### config.mk
export PLATFORM = sky130hd
export DESIGN_NAME = tpu_wb_master
export DESIGN_NICKNAME = d
export VERILOG_FILES = /design/src/rtl/tpu_wb_master.sv
export SDC_FILE = /design/constraint.sdc
export NUM_CORES = 1
export LEC_CHECK = 0
export CELL_PAD_IN_SITES_DETAIL_PLACEMENT = 0
export CELL_PAD_IN_SITES_GLOBAL_PLACEMENT = 1
export CORE_AREA = 2 2 126 128
export CTS_BUF_LIST = sky130_fd_sc_hd__clkbuf_8
export CTS_CLUSTER_DIAMETER = 30
export DETAILED_ROUTE_END_ITERATION = 6
export DIE_AREA = 0 0 128 130
export PLACE_DENSITY_LB_ADDON = 0.1
export SKIP_CTS_REPAIR_TIMING = 1
export SLEW_MARGIN = 20
export SYNTH_ARGS = -nofsm -noshare
export SYNTH_HDL_FRONTEND = slang
export SYNTH_SLANG_ARGS = --single-unit
### constraint.sdc
create_clock -name caravel_wb_clk_i -period 1.7 [get_ports caravel_wb_clk_i]
set_input_delay 0.51 -clock caravel_wb_clk_i [delete_from_list [all_inputs] [get_ports caravel_wb_clk_i]]
set_output_delay 0.51 -clock caravel_wb_clk_i [all_outputs]
set_load 0.005 [all_outputs]
### src/rtl/tpu_wb_master.sv
// tpu_wb_master
// Wishbone classic initiator that runs one edu_tpu job: it streams the weight
// and input words from the load port onto the bus as single writes, idles
// while the systolic array works, then reads the results back and presents
// them on a valid/ready stream. A stuck transfer is abandoned after an ack
// timeout and reported through the sticky err_o flag.
module tpu_wb_master #(
    parameter logic [31:0] TARGET_ADDR = 32'h3000_0000,
    parameter int          N_WGT       = 4,
    parameter int          N_IN        = 4,
    parameter int          N_RES       = 5,
    parameter int          WAIT_CYC    = 64,
    parameter int          TIMEOUT     = 255
) (
    input  logic        caravel_wb_clk_i,
    input  logic        caravel_wb_rst_n_i,
    input  logic        start_i,
    output logic        busy_o,
    output logic        done_o,
    output logic        err_o,
    input  logic        ld_valid_i,
    output logic        ld_ready_o,
    input  logic [31:0] ld_data_i,
    output logic        res_valid_o,
    input  logic        res_ready_i,
    output logic [31:0] res_data_o,
    output logic        m_wb_cyc_o,
    output logic        m_wb_stb_o,
    output logic        m_wb_we_o,
    output logic [3:0]  m_wb_sel_o,
    output logic [31:0] m_wb_adr_o,
    output logic [31:0] m_wb_dat_o,
    input  logic [31:0] m_wb_dat_i,
    input  logic        m_wb_ack_i
);

    localparam logic [3:0] WGT_WORDS = 4'(N_WGT);
    localparam logic [3:0] WR_WORDS  = 4'(N_WGT + N_IN);
    localparam logic [3:0] RES_WORDS = 4'(N_RES);
    localparam logic [7:0] GAP_LAST  = 8'(WAIT_CYC - 1);
    localparam logic [7:0] TMO_LAST  = 8'(TIMEOUT - 1);

    typedef enum logic [2:0] {
        S_IDLE,
        S_LD_W,
        S_LD_I,
        S_WR,
        S_GAP,
        S_RD,
        S_RHOLD,
        S_DONE
    } state_t;

    state_t      state_q;
    logic        busy_q;
    logic        done_q;
    logic        err_q;
    logic        res_valid_q;
    logic [31:0] res_data_q;
    logic        cyc_q;
    logic        we_q;
    logic [31:0] dat_q;
    logic [3:0]  wr_cnt_q;
    logic [3:0]  rd_cnt_q;
    logic [7:0]  gap_cnt_q;
    logic [7:0]  tmo_cnt_q;

    logic [3:0]  wr_cnt_d;
    logic [3:0]  rd_cnt_d;
    logic [7:0]  gap_cnt_d;
    logic [7:0]  tmo_cnt_d;
    logic        tmo_expire;
    logic        gap_last;
    logic        in_load;

    // Incremented counter values and the end-of-count decodes used by the FSM.
    // The timeout fires on the TIMEOUT-th strobe cycle, so stb is held for
    // exactly TIMEOUT cycles before a silent target is abandoned.
    always_comb begin
        wr_cnt_d   = wr_cnt_q + 4'd1;
        rd_cnt_d   = rd_cnt_q + 4'd1;
        gap_cnt_d  = gap_cnt_q + 8'd1;
        tmo_cnt_d  = tmo_cnt_q + 8'd1;
        tmo_expire = (tmo_cnt_q == TMO_LAST);
        gap_last   = (gap_cnt_q == GAP_LAST);
        in_load    = (state_q == S_LD_W) || (state_q == S_LD_I);
    end

    assign ld_ready_o  = in_load && ld_valid_i;
    assign busy_o      = busy_q;
    assign done_o      = done_q;
    assign err_o       = err_q;
    assign res_valid_o = res_valid_q;
    assign res_data_o  = res_data_q;
    assign m_wb_cyc_o  = cyc_q;
    assign m_wb_stb_o  = cyc_q;
    assign m_wb_we_o   = we_q;
    assign m_wb_sel_o  = cyc_q ? 4'hF : 4'h0;
    assign m_wb_adr_o  = cyc_q ? TARGET_ADDR : 32'h0;
    assign m_wb_dat_o  = dat_q;

    // Job sequencer: load words, write them one per bus cycle, wait out the
    // array latency, then read results one at a time, each read only issued
    // once the previous result has been handed off.
    always_ff @(posedge caravel_wb_clk_i or negedge caravel_wb_rst_n_i) begin
        if (!caravel_wb_rst_n_i) begin
            state_q     <= S_IDLE;
            busy_q      <= 1'b0;
            done_q      <= 1'b0;
            err_q       <= 1'b0;
            res_valid_q <= 1'b0;
            res_data_q  <= 32'h0;
            cyc_q       <= 1'b0;
            we_q        <= 1'b0;
            dat_q       <= 32'h0;
            wr_cnt_q    <= 4'd0;
            rd_cnt_q    <= 4'd0;
            gap_cnt_q   <= 8'd0;
            tmo_cnt_q   <= 8'd0;
        end else begin
            done_q <= 1'b0;
            case (state_q)
                S_IDLE, S_DONE: begin
                    state_q <= S_IDLE;
                    if (start_i) begin
                        busy_q    <= 1'b1;
                        err_q     <= 1'b0;
                        wr_cnt_q  <= 4'd0;
                        rd_cnt_q  <= 4'd0;
                        gap_cnt_q <= 8'd0;
                        state_q   <= S_LD_W;
                    end
                end
                S_LD_W, S_LD_I: begin
                    if (ld_valid_i) begin
                        dat_q     <= ld_data_i;
                        cyc_q     <= 1'b1;
                        we_q      <= 1'b1;
                        tmo_cnt_q <= 8'd0;
                        state_q   <= S_WR;
                    end
                end
                S_WR: begin
                    if (m_wb_ack_i) begin
                        cyc_q    <= 1'b0;
                        we_q     <= 1'b0;
                        wr_cnt_q <= wr_cnt_d;
                        if (wr_cnt_d < WGT_WORDS) begin
                            state_q <= S_LD_W;
                        end else if (wr_cnt_d < WR_WORDS) begin
                            state_q <= S_LD_I;
                        end else begin
                            gap_cnt_q <= 8'd0;
                            state_q   <= S_GAP;
                        end
                    end else if (tmo_expire) begin
                        cyc_q   <= 1'b0;
                        we_q    <= 1'b0;
                        err_q   <= 1'b1;
                        busy_q  <= 1'b0;
                        done_q  <= 1'b1;
                        state_q <= S_DONE;
                    end else begin
                        tmo_cnt_q <= tmo_cnt_d;
                    end
                end
                S_GAP: begin
                    if (gap_last) begin
                        cyc_q     <= 1'b1;
                        we_q      <= 1'b0;
                        tmo_cnt_q <= 8'd0;
                        state_q   <= S_RD;
                    end else begin
                        gap_cnt_q <= gap_cnt_d;
                    end
                end
                S_RD: begin
                    if (m_wb_ack_i) begin
                        cyc_q       <= 1'b0;
                        res_data_q  <= m_wb_dat_i;
                        res_valid_q <= 1'b1;
                        state_q     <= S_RHOLD;
                    end else if (tmo_expire) begin
                        cyc_q       <= 1'b0;
                        res_valid_q <= 1'b0;
                        err_q       <= 1'b1;
                        busy_q      <= 1'b0;
                        done_q      <= 1'b1;
                        state_q     <= S_DONE;
                    end else begin
                        tmo_cnt_q <= tmo_cnt_d;
                    end
                end
                S_RHOLD: begin
                    if (res_ready_i) begin
                        res_valid_q <= 1'b0;
                        rd_cnt_q    <= rd_cnt_d;
                        if (rd_cnt_d == RES_WORDS) begin
                            busy_q  <= 1'b0;
                            done_q  <= 1'b1;
                            state_q <= S_DONE;
                        end else begin
                            cyc_q     <= 1'b1;
                            we_q      <= 1'b0;
                            tmo_cnt_q <= 8'd0;
                            state_q   <= S_RD;
                        end
                    end
                end
                default: begin
                    state_q <= S_IDLE;
                end
            endcase
        end
    end

endmodule

After elaboration in Yosys (flattened, before gate mapping)

Cells that the tools add are included.

Flip-flop bits (word level): 97
Logic and storage cells: 130
Input bits: 70

Equal/unequal tests: 26
Magnitude comparators: 2
Add/sub/neg operators: 4
Reduce and logical (&&, ||, !) cells: 26
Multiplexer cells: 59

Operator list:

| kind                                                            | number |
|---|---|
| 8-bit 2-to-1 mux                                                | 11 |
| 8-bit case mux with 4 select lines                              | 1 |
| 30-bit 2-to-1 mux                                               | 1 |
| 3-bit 2-to-1 mux                                                | 8 |
| 2-bit != test, second input constant                            | 12 |
| 8-bit case mux with 3 select lines                              | 1 |
| 6-bit AND reduction                                             | 4 |
| 1-bit 2-to-1 mux                                                | 23 |
| 3-bit case mux with 6 select lines                              | 1 |
| 8-bit by 1-bit adder with 8-bit output, second input constant   | 2 |
| 4-bit 2-to-1 mux                                                | 4 |
| 4-bit case mux with 2 select lines                              | 2 |
| 3-bit == test, second input constant                            | 4 |
| 3-bit AND reduction                                             | 4 |
| 4-bit by 1-bit adder with 4-bit output, second input constant   | 2 |
| 8-bit by 6-bit == test with 1-bit output, second input constant | 1 |
| 8-bit == test, second input constant                            | 1 |
| 1-bit case mux with 4 select lines                              | 2 |
| 2-bit nonzero test                                              | 4 |
| 4-bit nonzero test                                              | 2 |
| 7-bit AND reduction                                             | 1 |
| 3-bit by 2-bit == test with 1-bit output, second input constant | 2 |
| 3-bit != test, second input constant                            | 2 |
| 1-bit case mux with 2 select lines                              | 3 |
| 15 further kinds                                                | 19 |

Longest topological paths before layout

Gate-level depths: netlist (run 1).

Depth after elaboration: 6
Mapped depth: 7

Worst setup path after synthesis (run 1)

No wires, ideal clock.

Path type: flip-flop to flip-flop
Start point: register rd_cnt_q[0]
End point: register state_q[1]
Setup time: 87 ps
Clock period less this slack: 1841 ps
Cell stages (with the launch flop): 7
Data required time: 1613 ps
Setup slack: -141 ps
Arrival time: 1754 ps
Path through: dfrtp_1 ha_1 and2b_1 nand3_2 a2111oi_4 nor3b_1 a211oi_2

Word-level cells in the longest chain between the ends: 5

RTL lines:

| what                                     | RTL line | text |
|---|---|---|
| from (decl)                              | 64       | `logic [3:0] rd_cnt_q;` |
| from (signal assigned)                   | 197      | `rd_cnt_q <= rd_cnt_d;` |
| 4-bit by 1-bit adder with 4-bit output   | 81       | `rd_cnt_d = rd_cnt_q + 4'd1;` |
| 4-bit by 3-bit == test with 1-bit output | 198      | `if (rd_cnt_d == RES_WORDS) begin` |
| 2-bit 2-to-1 mux                         | 198      |  |
| 3-bit 2-to-1 mux                         | 195      | `if (res_ready_i) begin` |
| 3-bit case mux with 6 select lines       | 122      | `case (state_q)` |
| to (signal assigned)                     | 124      | `state_q <= S_IDLE;` |
| to (signal assigned)                     | 201      | `state_q <= S_DONE;` |
| to (signal assigned)                     | 206      | `state_q <= S_RD;` |
| to (decl)                                | 54       | `state_t state_q;` |

No other way between the ends. The select of a mux whose other input is x is not followed.
A chain may end at the register's enable or synchronous reset.

Worst setup path after layout (run 1)

Start point: input port ld_valid_i
End point: output port ld_ready_o

Word-level cells in the longest chain between the ends: 1

RTL lines:

| what              | RTL line | text |
|---|---|---|
| from (decl)       | 21       | `input logic ld_valid_i,` |
| 1-bit logical AND | 89       | `assign ld_ready_o = in_load && ld_valid_i;` |
| to (decl)         | 22       | `output logic ld_ready_o,` |

No other way between the ends.

==> results of run 1 <==
==> logic make-up (layout without fill, tap and decap cells) <==
family	after synthesis	in the layout	synth area share [%]
and+or+nand+nor	94	94	10.3
xor gates and xnor gates	7	7	1.27
buffers and inverters	66	250	9.02
DFF	97	97	50.5
AOI/OAI and AO/OA	76	76	11.5
other	1	30	0.0779
adders and majority gates	6	6	1.56
muxes	68	68	15.8
==> layout by cell type (no fill, tap or decap), types with 4 or more instances in the layout <==
master           count
dfrtp_1             95
dlymetal6s2s_1      79
clkdlybuf4s50_1     67
buf_4               65
mux2_2              62
nand2_1             33
conb_1              30
o21ai_0             22
a31oi_1             15
nor2_1              13
inv_1               11
nand3_1             11
a21oi_1              9
clkbuf_8             9
and3_1               7
buf_6                6
buf_12               5
mux2i_1              4
==> cell type report <==
type | instances | share of cell area, %
Sequential cell | 97 | 33.0
Timing Repair Buffer | 222 | 31.5
Multi-Input combinational cell | 281 | 29.3
Tap cell | 192 | 3.27
Clock buffer | 9 | 1.68
Inverter | 13 | 0.663
Clock inverter | 6 | 0.595
==> routing by layer <==
metal	wire (um)	vias up	global-route usage, %
met5	0	-	0
met4	159	0	5.88
met3	663	10	2.95
met1	5340	1877	18.2
met2	6430	101	24.9
li1	-	1834	-
==> state kept, by name (all words and copies together), names as in the netlist <==
register	flops
m_wb_dat_o	32
res_data_o	32
gap_cnt_q	8
tmo_cnt_q	8
rd_cnt_q	4
wr_cnt_q	4
state_q	3
busy_o	1
done_o	1
err_o	1
m_wb_cyc_o	1
m_wb_we_o	1
res_valid_o	1
==> power breakdown <==
group / switching, uW / internal, uW
logic: 2290 / 3380
clock network: 861 / 533
registers: 489 / 3300
total: 3640 / 7210
==> critical path: cells and delay by family <==
family	cells	cell delay [ns]
buffers and inverters	2	0.68
AND/OR/NAND/NOR	1	0.19
==> through the flow <==
step | std cells | area, um^2 | setup TNS (ns)
2_1_floorplan | 444 | 4930 | -0.123
3_3_place_gp | 794 | 6780 | -35.32
3_5_place_dp | 794 | 6780 | -35.65
4_1_cts | 809 | 6950 | -11.49
5_1_grt | 820 | 7350 | -8.39
6_report | 820 | 7350 | -2.61
==> path summary, 6_finish.rpt <==
check	start	end	cells past startpoint
max	ld_valid_i	ld_ready_o	3
min	caravel_wb_rst_n_i	m_wb_dat_o[2]	1
max reg2reg	rd_cnt_q[1]	tmo_cnt_q[7]	8
min reg2reg	m_wb_dat_o[20]	m_wb_dat_o[20]	1
max in group asynchronous	caravel_wb_rst_n_i	m_wb_dat_o[27]	2
min in group caravel_wb_clk_i	m_wb_dat_o[20]	m_wb_dat_o[20]	1
==> results.cfg, run 1 <==
[routing]
drt_wl_total_um = 12600
drc = 0
drt_iter0_markers = 158
vias_per_cell = 4.66
first_pass_iters = 4
post_drt_wl_per_cell_um = 15.4
vias = 3822
ant_nets = 0

[power]
p_total_uw = 10900
cellPowerDensity_nw_per_um2 = 1480
leakagePower_uw = 0.00380
vdd_drop_max_mv = 0.531

[synthesis]
avgSynthCellArea_um2 = 11.6
synth_ff_type = dfrtp_1
synth-edff-count = 0
ys_warn_count = 0
ys_ff_latch = 97
syn_inst = 415
ys_types = 59
synth_area_leader_cell = dfrtp_1
synth_top_cell_area_share_pct = 50.5
async_flop_share_pct = 100
synth_area_leaders = dfrtp_1, mux2_2, buf_4
netlist_top_cells_count = dfrtp_1, mux2_2, buf_4
yosysMostFrequentCell = dfrtp_1
ys_seq_area_share_pct = 50.5
syn_area_um2 = 4810

[global_routing]
grt_first_pass_wirelength_um = 19000
grt_max_degree = 35
track_usage_pct = 14.6
first_global_vias = 3698
antenna_found_initial = 0
grt_overflow = 0

[critical_path]
critPathCaptureType = primary output
cpMaxStageDelayCell = clkdlybuf4s50_1
rrSetupSlack_ns = -0.15
crit_type = in2out
path_cells = clkdlybuf4s50_1 -> nor3b_4 -> dlymetal6s2s_1
worst_setup_path_start_kind = input port
worstPathArrival_ns = 1.38
critPathMaxFanout = 2
required_ns = 1.19
slowest_delay_ns = 0.48

[layout]
antenna_cells = 0
area.growth.synth_to_final_pct = 52.9
final_util_pct = 47.7
fin_nets = 700
multi_input_area_um2 = 2150
fill_cells = 1412
layout-drive-gt1-share_pct = 29.6
seqCellArea_um2 = 2430

[clock_tree]
cts_sinks = 97
worstSkewPairLatency_ns = 0.37
cts_buffers = 9
cts-root-buf = clkbuf_8
htree_levels = 3
clockBufferDepth = 2
cts_tree = yes
clk_pin_slew_worst_paths_ns = 0.10

[sta]
fmax_mhz = 529
setup_ws_ns = -0.189
whs_ns = 0.0280
rsz0062_at_grt = true
drv_slew = 0
worst_clock_skew_ns = 0.00881
period_share_pct = 111
layout_min_cycle_time_ns = 1.89
hold_violations = 0
setup_viol = 53

[die]
coreArea_um2 = 15400
dieArea_um2 = 16600
dieHeight_um = 130
start_util_pct = 31.2
rows = 46
die_w_um = 128
io_pins = 178

[place]
portBuffers = 147
gp_congestion = 0.764
dp_hpwl_um = 9220
place_ws_ns = -0.575

[job]
max_cap_viol_count = 0

[outcome]
status = finished, violations left
violations = setup timing

[hold_path]
hp-class = in2async
(Power assumes the default switching activity.)
==> inputs of run 2 (changes only) <==
--- a/config.mk
+++ b/config.mk
@@ -10,6 +10,7 @@
 export CORE_AREA = 2 2 126 128
 export CTS_BUF_LIST = sky130_fd_sc_hd__clkbuf_8
 export CTS_CLUSTER_DIAMETER = 30
+export CTS_CLUSTER_SIZE = 10
 export DETAILED_ROUTE_END_ITERATION = 6
 export DIE_AREA = 0 0 128 130
 export PLACE_DENSITY_LB_ADDON = 0.1
==> results of run 2 <==
The final DEF is identical to that of run 1; final timing and power are the same.
